$ cat config.mk
export PLATFORM = sky130hd
export DESIGN_NAME = ov7670_capture
export DESIGN_NICKNAME = d
export VERILOG_FILES = /design/src/rtl/ov7670_capture.sv
export SDC_FILE = /design/constraint.sdc
export NUM_CORES = 1
export LEC_CHECK = 0
export CORE_UTILIZATION = 49
export DETAILED_ROUTE_END_ITERATION = 8
export GPL_ROUTABILITY_DRIVEN = 0
export GPL_TIMING_DRIVEN = 0
export PLACE_DENSITY_LB_ADDON = 0.08
export SYNTH_ARGS = -nofsm -noshare
export SYNTH_HDL_FRONTEND = slang
export SYNTH_SLANG_ARGS = --single-unit
$ cat constraint.sdc
create_clock -name clk -period 2.65 [get_ports clk]
set_clock_uncertainty 0.05 [all_clocks]
set_input_delay 0.3975 -clock clk [delete_from_list [all_inputs] [get_ports clk]]
set_output_delay 0.3975 -clock clk [all_outputs]
set_load 0.02 [all_outputs]
$ cat src/rtl/ov7670_capture.sv
// OV7670 capture: syncs the camera bus into clk, pairs bytes into RGB565 and
// emits a linear framebuffer write stream.
// Ports: clk, rst_n, enable, cam_* in; wr_en/wr_addr/wr_data, frame_done, frame_err, busy out.
// Optional: OV7670_CAPTURE_DECIMATE_EN writes only even columns of even lines.
module ov7670_capture #(
  parameter int H_ACTIVE = 640,
  parameter int V_ACTIVE = 480,
  parameter int AWIDTH   = 19
) (
  input  logic              clk,
  input  logic              rst_n,
  input  logic              enable,
  input  logic              cam_pclk,
  input  logic              cam_href,
  input  logic              cam_vsync,
  input  logic [9:0]        cam_data,
  output logic              wr_en,
  output logic [AWIDTH-1:0] wr_addr,
  output logic [15:0]       wr_data,
  output logic              frame_done,
  output logic              frame_err,
  output logic              busy
);

  localparam int CW = $clog2(H_ACTIVE + 1);
  localparam int LW = $clog2(V_ACTIVE + 1);
  localparam logic [CW-1:0] HMAX = CW'(H_ACTIVE);
  localparam logic [LW-1:0] VMAX = LW'(V_ACTIVE);

  typedef enum logic [1:0] {
    IDLE, SYNC, FRAME, DONE
  } st_t;

  st_t state;

  logic       pclk_s1, pclk_s2, pclk_s3;
  logic       href_s1, href_s2, href_s3;
  logic       vs_s1, vs_s2, vs_s3;
  logic [7:0] dat_s1, dat_s2;

  logic              seen_hi;
  logic              tog;
  logic              has_pix;
  logic [7:0]        hi;
  logic [CW-1:0]     col;
  logic [LW-1:0]     line;
  logic [AWIDTH-1:0] addr;

  logic unused_bits;
  assign unused_bits = ^cam_data[1:0];

  always_ff @(posedge clk or negedge rst_n) begin
    if (!rst_n) begin
      pclk_s1 <= 1'b0;
      pclk_s2 <= 1'b0;
      pclk_s3 <= 1'b0;
      href_s1 <= 1'b0;
      href_s2 <= 1'b0;
      href_s3 <= 1'b0;
      vs_s1   <= 1'b0;
      vs_s2   <= 1'b0;
      vs_s3   <= 1'b0;
      dat_s1  <= '0;
      dat_s2  <= '0;
    end else begin
      pclk_s1 <= cam_pclk;
      pclk_s2 <= pclk_s1;
      pclk_s3 <= pclk_s2;
      href_s1 <= cam_href;
      href_s2 <= href_s1;
      href_s3 <= href_s2;
      vs_s1   <= cam_vsync;
      vs_s2   <= vs_s1;
      vs_s3   <= vs_s2;
      dat_s1  <= cam_data[9:2];
      dat_s2  <= dat_s1;
    end
  end

  logic pclk_rise, href_fall, vs_rise;
  assign pclk_rise = pclk_s2 & ~pclk_s3;
  assign href_fall = href_s3 & ~href_s2;
  assign vs_rise   = vs_s2 & ~vs_s3;

  logic in_win, keep;
  assign in_win = (col < HMAX) && (line < VMAX);
`ifdef OV7670_CAPTURE_DECIMATE_EN
  assign keep = ~col[0] & ~line[0];
`else
  assign keep = 1'b1;
`endif

  always_ff @(posedge clk or negedge rst_n) begin
    if (!rst_n) begin
      state      <= IDLE;
      wr_en      <= 1'b0;
      wr_addr    <= '0;
      wr_data    <= '0;
      frame_done <= 1'b0;
      frame_err  <= 1'b0;
      busy       <= 1'b0;
      seen_hi    <= 1'b0;
      tog        <= 1'b0;
      has_pix    <= 1'b0;
      hi         <= '0;
      col        <= '0;
      line       <= '0;
      addr       <= '0;
    end else begin
      wr_en      <= 1'b0;
      frame_done <= 1'b0;
      unique case (state)
        IDLE: begin
          busy <= 1'b0;
          if (enable) begin
            state   <= SYNC;
            busy    <= 1'b1;
            seen_hi <= 1'b0;
          end
        end
        SYNC: begin
          // Only a full high-then-low VSYNC arms a frame.
          if (vs_s2) begin
            seen_hi <= 1'b1;
          end else if (seen_hi) begin
            state     <= FRAME;
            frame_err <= 1'b0;
            tog       <= 1'b0;
            has_pix   <= 1'b0;
            col       <= '0;
            line      <= '0;
            addr      <= '0;
          end
        end
        FRAME: begin
          if (vs_rise) begin
            state      <= DONE;
            frame_done <= 1'b1;
            busy       <= 1'b0;
            if (line < VMAX) frame_err <= 1'b1;
          end else if (href_fall) begin
            col     <= '0;
            tog     <= 1'b0;
            has_pix <= 1'b0;
            if (tog) frame_err <= 1'b1;
            if (has_pix && line != VMAX) line <= line + LW'(1);
          end else if (pclk_rise && href_s2) begin
            if (!tog) begin
              hi  <= dat_s2;
              tog <= 1'b1;
            end else begin
              tog     <= 1'b0;
              has_pix <= 1'b1;
              if (col != HMAX) col <= col + CW'(1);
              if (!in_win) begin
                frame_err <= 1'b1;
              end else if (keep) begin
                wr_en   <= 1'b1;
                wr_addr <= addr;
                wr_data <= {hi, dat_s2};
                addr    <= addr + AWIDTH'(1);
              end
            end
          end
        end
        DONE: begin
          if (enable) begin
            state   <= SYNC;
            busy    <= 1'b1;
            seen_hi <= 1'b0;
          end else begin
            state <= IDLE;
          end
        end
        default: state <= IDLE;
      endcase
    end
  end

endmodule

# Word level (Yosys, flattened, before mapping)
# Index checks and enable logic that the tools add are counted.
# op_classes
n_lt_le_gt_ge,2
n_addsub,3
eq_ne,27
muxes,62
n_reduce_logical,19
bitwise,9
# ops
op,n
2-to-1 mux 19 bit,7
2-to-1 mux 10 bit,7
2-to-1 mux 9 bit,5
case mux 19 bit (2 select lines),1
2-to-1 mux 1 bit,30
!= test 2 bit (second input constant),13
case mux 10 bit (2 select lines),1
adder 19 x 1 -> 19 bit (second input constant),1
case mux 9 bit (2 select lines),1
AND reduction 6 bit,3
!= test 4 bit (second input constant),4
AND reduction 8 bit,2
!= test 3 bit (second input constant),4
adder 10 x 1 -> 10 bit (second input constant),1
< comparator 10 bit (second input constant),1
!= test 10 bit (second input constant),1
AND reduction 5 bit,2
adder 9 x 1 -> 9 bit (second input constant),1
< comparator 9 bit (second input constant),1
!= test 9 bit (second input constant),1
2-to-1 mux 2 bit,4
case mux 1 bit (2 select lines),4
case mux 2 bit (4 select lines),1
AND reduction 7 bit,1
13 further kinds,25
# word_totals
input_bits,16
register_bits,115

# Longest topological paths before layout
# Gate-level depths: netlist (run 1).
# depth
ltp_word,8
ltp_mapped,9
ltp_nobuf,6

# Least setup slack after synthesis (run 1)
# OpenSTA, ideal clock, no wires.
# synth_timing
path_type,reg2reg
from,reg state[1]
to,reg addr[13]
t_arrival_ns,1.894
path_stages_with_launch,10
path_slack_ns,0.567
path_cell_list,dfrtp_1 > inv_1 > ha_1 > buf_2 > nand2b_1 > o21a_1 > buf_2 > clkbuf_1 > o311ai_0 > o31ai_1
# synth_between
elab_chain_cells,3
# synth_lines
element,line_no,rtl
start: declaration,34,st_t state;
start signal: assignment,95,state <= IDLE;
start signal: assignment,116,state <= SYNC;
start signal: assignment,126,state <= FRAME;
== test 2 bit / == test 2 x 1 -> 1 bit (equally long branches),112,unique case (state)
!= test 2 bit (no line) / nonzero test 2 bit (equally long branches),--,
AND reduction 8 bit (no line),--,
end signal: assignment,161,addr <= addr + AWIDTH'(1);
end: declaration,47,logic [AWIDTH-1:0] addr;
# Several ways; a longest one is shown, not always the timed one.
# A chain may end at the register's enable or synchronous reset.

# Final worst setup path (run 1)
# layout_timing
from,reg state[1]
to,reg addr[12]
# The elaborated chain is that of the path after synthesis.

==> metrics.md, run 1 <==
| Metric | Value |
|---|---|
| Status | completed |
| Yosys cell types | 54 |
| Initial core utilization | 50.6% |
| Slew HR | 60.1% |
| Syn_area_per_cell | 11.9 um2 |
| Worst path most repeated cell | buf_2 |
| Pin count of the biggest net entering global routing | 70 |
| Mapped Area | 5250 um2 |
| Worst-Margin Slew | 598 ps |
| Setup Buffers After CTS | 0 |
| Number of global-route vias before repair | 3656 |
| Crit-path max cell delay | 470 ps |
| Setup TNS after final layout | 0 ps |
| Register area share after synthesis | 54.8% |
| Clock-pin transition on the worst setup and hold timing paths | 50 ps |
| Yosys warns | 0 |
| Worst setup SP type | flip-flop |
| Crit share post-route | 96.6% |
| VDD IR-drop max | 0.432 mV |
| Crit-path max FO | 10 |
| Core footprint | 10400 um2 |
| Register bit total from synthesis | 115 |
| Dpl hpwl | 7.41 mm |
| Cell type with the highest aggregate area in the netlist | dfrtp_1 |
| H-tree depth | 4 |
| Final Power | 0.00587 W |
| Height of the die | 106 um |
| HP Class | input pin to flip-flop |
| Syn_nets | 466 |
| Nets | 539 |
| Top cell type's share of synthesized area | 54.8% |
| Max-cap viol count | 0 |
| N_diodes | 0 |
| Antenna violations before repair | 0 |
| Top cells by area, synth | dfrtp_1, mux2_2, mux2i_1, o31ai_1, ha_1 |
| DR pass1 iterations | 4 |
| Setup violations, final | 0 |
| Syn Inst Count | 440 |
| DRT Wirelength | 11.0 mm |
| Vias/cell | 5.73 |
| Critical path type | flip-flop to flip-flop |
| Routed WL per cell | 16.6 um |
| CP Cell Sequence | inv_1 > ha_1 > buf_2 > nand2b_1 > o21a_1 > buf_2 > clkbuf_1 > o311ai_0 > o31ai_1 |
| Buffers on Ports | 52 |
| FILL cells | 814 |
| CP Capture Type | flip-flop |
| Final Hold Vio Count | 0 |
| Sink Count | 115 |
| Clock Tree Buf Depth | 2 |
| Remaining DRCs | 0 |
| Share of cells above drive strength 1 | 19.8% |
| First-pass GRT wire length | 18.7 mm |
| Max-slew violation count | 0 |
| Most numerous cell in the Yosys netlist | dfrtp_1 |
| Fin worst setup slack | 89.3 ps |
| Prevailing post-synth register cell | dfrtp_1 |
| Post-synth ARST share | 100% |
| Die area | 11100 um2 |
| Die W | 106 um |
| Leak | 2.87 nW |
| EDFF count, synth | 0 |
| Critical-path top delay cell | o311ai_0 |
| Pwr Density | 887 nW/um2 |
| Synth top cells by count | dfrtp_1, mux2_2, nand2_1, nand3_1, o31ai_1 |
| Fmax | 391 MHz |
| Vias | 3795 |
| Tot GR Track Use | 21.9% |
| # rows | 37 |
| WP data arrival | 2880 ps |
| DR iter-0 viols | 192 |
| Post-route ant nets | 0 |
| CTS Buf Count | 17 |
| Worst EP required | 2970 ps |
| Top Ports | 55 |
| Reg area | 2880 um2 |
| P&R area growth vs syn | 26.1% |
| Clock Latency Late Sink | 520 ps |
| TritonCTS clock tree | built |
| Crit path time final | 2560 ps |
| Multi-input gate area | 2200 um2 |
| Worst slack, placed | 196 ps |
| Grt ovf | 0 |
| Root Buffer | clkbuf_8 |
## timing repair
item | in CTS | in global routing
hold endpoints to repair | 46 | 0
resized for setup | 0 | 5
hold buffers | 1 | 0
setup endpoints to repair | 0 | 7
## final timing paths
path | start | depth (start not counted) | endpoint | slack, ps
min in group asynchronous | rst_n | 2 | line[3]$_DFFE_PN0P_ | 340
max in group asynchronous | rst_n | 3 | col[8]$_DFFE_PN0P_ | 1550
max reg2reg | state[1]$_DFFE_PN0P_ | 9 | addr[12]$_DFFE_PN0P_ | 90
min reg2reg | vs_s1$_DFF_PN0_ | 0 | vs_s2$_DFF_PN0_ | 300
min | cam_data[5] | 1 | dat_s1[3]$_DFF_PN0_ | 260
max | state[1]$_DFFE_PN0P_ | 9 | addr[12]$_DFFE_PN0P_ | 90
## worst max-delay path, delay by kind of cell (launching register included)
| kind | cells | cell delay, ps |
|---|---|---|
| buffers and inverters | 4 | 750 |
| and+or+nand+nor | 1 | 160 |
| AOI/OAI and AO/OA | 3 | 860 |
| adders and majority gates | 1 | 190 |
| DFF | 1 | 400 |
## layout make-up
type                    instances  area share [%]
clock inverters                 8            2.23
clock buffers                  24            7.26
multi-input cells             288            33.3
flip-flops and latches        115            43.5
inverters                      16           0.907
well taps                     136            2.57
repair buffers                 54            8.45
plain buffers                  21            1.85
## routing by layer
layer	track usage (%)	vias up	share of wire [%]
met5	0	-	0
met1	29.7	1882	46
met2	32.6	91	47
met4	9.62	0	1.5
met3	6.74	14	5.5
li1	-	1808	-
## power breakdown
part | leakage, nW | internal, W | switching (W) | total (W)
combinational | 1.04 | 0.000497 | 0.000915 | 0.00141
clock | 0.298 | 0.00163 | 0.000772 | 0.00240
sequential | 1.53 | 0.00193 | 0.000130 | 0.00206
## cell usage in the layout (no fill, tap or decap), types with 3 or more instances in the layout
cell             count
clkbuf_1            14
nand3b_1             4
buf_6                6
and3_1               4
dfrtp_1            115
o311ai_1             4
nand2_1             30
nand2b_1             6
o21bai_1             8
mux2_2              42
nor3_1               4
mux2i_1             15
clkbuf_16           16
inv_1               16
o311ai_0             3
ha_1                10
a211oi_1             6
o21ai_0             16
or4_1               11
o211ai_1             6
clkdlybuf4s50_1     51
and4_1               3
nor4_1               7
o31ai_1             18
nand3_1             18
clkinvlp_4           3
or2_2               10
clkbuf_8             5
nor2_1               6
o21a_1               3
a21oi_1             10
buf_2                5
nor2b_1              4
nand4_1              9
bufinv_16            4
## cell families after synthesis
| group | count (synthesis) | synth area share (%) |
|---|---|---|
| DFF | 115 | 54.8 |
| AOI/OAI and AO/OA | 91 | 12.6 |
| buffers and inverters | 37 | 3.48 |
| muxes | 58 | 12.1 |
| adders and majority gates | 10 | 2.38 |
| and+or+nand+nor | 129 | 14.6 |
## sequential cells by signal (all words and copies together) (netlist names), 2 cells and up
| register | flops |
|---|---|
| line | 9 |
| state | 2 |
| hi | 8 |
| wr_addr | 19 |
| wr_data | 16 |
| col | 10 |
| dat_s2 | 8 |
| dat_s1 | 8 |
| addr | 19 |
## through the flow
| stage | utilization [%] | instance area, um2 | hold WS [ps] | cells |
|---|---|---|---|---|
| CTS | 63.7 | 6610 | 243 | 662 |
| detailed placement | 57.6 | 5970 | 285 | 629 |
| floorplan | - | 5250 | 51.9 | 440 |
| global route | 63.8 | 6620 | 244 | 662 |
| finish | 63.8 | 6620 | 263 | 662 |
| global placement | 57.3 | 5940 | 284 | 628 |
(Power assumes the default switching activity.)
==> run 2: changes to the inputs <==
HOLD_SLACK_MARGIN = 0.12   (was unset)
RECOVER_POWER = 50   (was unset)
==> run 2 against run 1 <==
Compared with the run above:
- clock-buffer cell count is the same
- worst setup slack is essentially flat
- via count is the same
- worst hold slack gained 33 ps
- first-iteration DRC count is the same
- sequential power is essentially flat
- clock power is essentially flat
- critical path depth is the same
- power is essentially flat
- global-route usage is the same
- sequential share of layout area is essentially flat
- non-clock buffer count is the same
- largest cell class unchanged
==> metrics.md, run 2 (same netlist as run 1, synthesis figures left out) <==
| Metric | Value |
|---|---|
| Status | completed |
| CP Cell Sequence | inv_1 > ha_1 > buf_2 > nand2b_1 > o21a_1 > buf_2 > clkbuf_1 > o311ai_0 > o31ai_1 |
| Height of the die | 106 um |
| Clock-pin transition on the worst setup and hold timing paths | 60 ps |
| P&R area growth vs syn | 26.0% |
| Worst path most repeated cell | buf_2 |
| Crit-path max FO | 10 |
| First-pass GRT wire length | 18.7 mm |
| Number of global-route vias before repair | 3656 |
| Clock Latency Late Sink | 520 ps |
| DRT Wirelength | 11.0 mm |
| Met3 Track Usage GR | 6.74% |
| Leak | 2.87 nW |
| Final Hold Vio Count | 0 |
| Crit-path max cell delay | 470 ps |
| Fin worst setup slack | 89.1 ps |
| VDD IR-drop max | 0.431 mV |
| Initial core utilization | 50.6% |
| Remaining DRCs | 0 |
| Crit share post-route | 96.6% |
| Slew HR | 20.5% |
| Most frequent cells in the layout | dfrtp_1, mux2_2, clkdlybuf4s50_1 |
| Busiest grt layer | met2 |
| Sink Count | 115 |
| Top Ports | 55 |
| Pin count of the biggest net entering global routing | 70 |
| CTS Buf Count | 17 |
| Max-cap viol count | 0 |
| Met2 Usage GRT | 32.6% |
| Largest regs | addr: 19 flops, wr_addr: 19 flops, wr_data: 16 flops |
| Reg area | 2880 um2 |
| Multi-input gate area | 2200 um2 |
| Worst-Margin Slew | 1190 ps |
| Die W | 106 um |
| # rows | 37 |
| CP Capture Type | flip-flop |
| Pwr Density | 887 nW/um2 |
| Fmax | 390 MHz |
| Critical path type | flip-flop to flip-flop |
| Vias/cell | 5.73 |
| Crit path time final | 2560 ps |
| TritonCTS clock tree | built |
| FILL cells | 815 |
| DR pass1 iterations | 4 |
| H-tree depth | 4 |
| Post-route ant nets | 0 |
| Final core utilization | 63.8% |
| Dpl hpwl | 7.41 mm |
| Most common cell after layout, fill and taps aside | dfrtp_1 |
| Max-slew violation count | 0 |
| Vias | 3795 |
| Antenna violations before repair | 0 |
| WP data arrival | 2880 ps |
| Routed WL per cell | 16.6 um |
| Setup violations, final | 0 |
| Grt ovf | 0 |
| N_diodes | 0 |
| Nets | 539 |
| Share of cells above drive strength 1 | 19.8% |
| Die area | 11100 um2 |
| Hold slack final | 296 ps |
| Clock Tree Buf Depth | 2 |
| Core footprint | 10400 um2 |
| Worst EP required | 2970 ps |
| HP Class | flip-flop to flip-flop |
| Root Buffer | clkbuf_8 |
| DR iter-0 viols | 192 |
| Buffers on Ports | 52 |
| Worst setup SP type | flip-flop |
| Worst slack, placed | 196 ps |
| Met1 GRT Util | 29.7% |
| Critical-path top delay cell | o311ai_0 |
| Tot GR Track Use | 21.9% |
## run 2: path summary, 6_finish.rpt
path                                        end  slack, ps  depth (start not counted)            startpoint
max in group asynchronous    col[8]$_DFFE_PN0P_       1030                          3                 rst_n
min in group asynchronous   line[3]$_DFFE_PN0P_        620                          2                 rst_n
min reg2reg                     vs_s2$_DFF_PN0_        300                          0       vs_s1$_DFF_PN0_
min                             vs_s2$_DFF_PN0_        300                          0       vs_s1$_DFF_PN0_
max                        addr[12]$_DFFE_PN0P_         90                          9  state[1]$_DFFE_PN0P_
max reg2reg                addr[12]$_DFFE_PN0P_         90                          9  state[1]$_DFFE_PN0P_
## run 2: repair_timing
action,in CTS,in global routing
endpoints found under the setup margin,0,7
hold buffers,1,0
setup buffers,0,0
endpoints found under the hold margin,46,0
resized for setup,0,5
## run 2: area by class of cell
type                       instances  share of cell area [%]
inverter                          16                   0.908
timing repair buffer              54                    8.36
multi-input combinational        288                    33.3
clock inverter                     8                    2.23
clock buffer                      24                    7.26
sequential                       115                    43.5
tap                              136                    2.57
buffer                            21                    1.85
## run 2: worst max-delay path, delay by kind of cell (launching register included)
kind,cells,cell delay [ps]
compound gates,3,860
fa+ha+maj,1,190
buf+inv,4,750
flops,1,400
simple gates,1,160
## run 2: per-layer routing
layer | vias up | wire (um)
li1 | 1808 | -
met2 | 91 | 5210
met4 | 0 | 169
met3 | 14 | 603
met1 | 1882 | 5040
met5 | - | 0
## run 2: power breakdown
group          total, W  switching [W]  internal, W
sequential      0.00206       0.000130      0.00193
combinational   0.00141       0.000915     0.000493
clock           0.00240       0.000772      0.00163
## run 2: per-stage QoR
| step | power (W) | setup TNS (ps) | cell area (um2) | std cells |
|---|---|---|---|---|
| floorplan | 0.00303 | 0 | 5250 | 440 |
| global placement | 0.00344 | -378470 | 5940 | 628 |
| detailed placement | 0.00348 | 0 | 5970 | 629 |
| CTS | 0.00591 | 0 | 6610 | 662 |
| global route | 0.00617 | -64.2 | 6610 | 662 |
| finish | 0.00587 | 0 | 6610 | 662 |
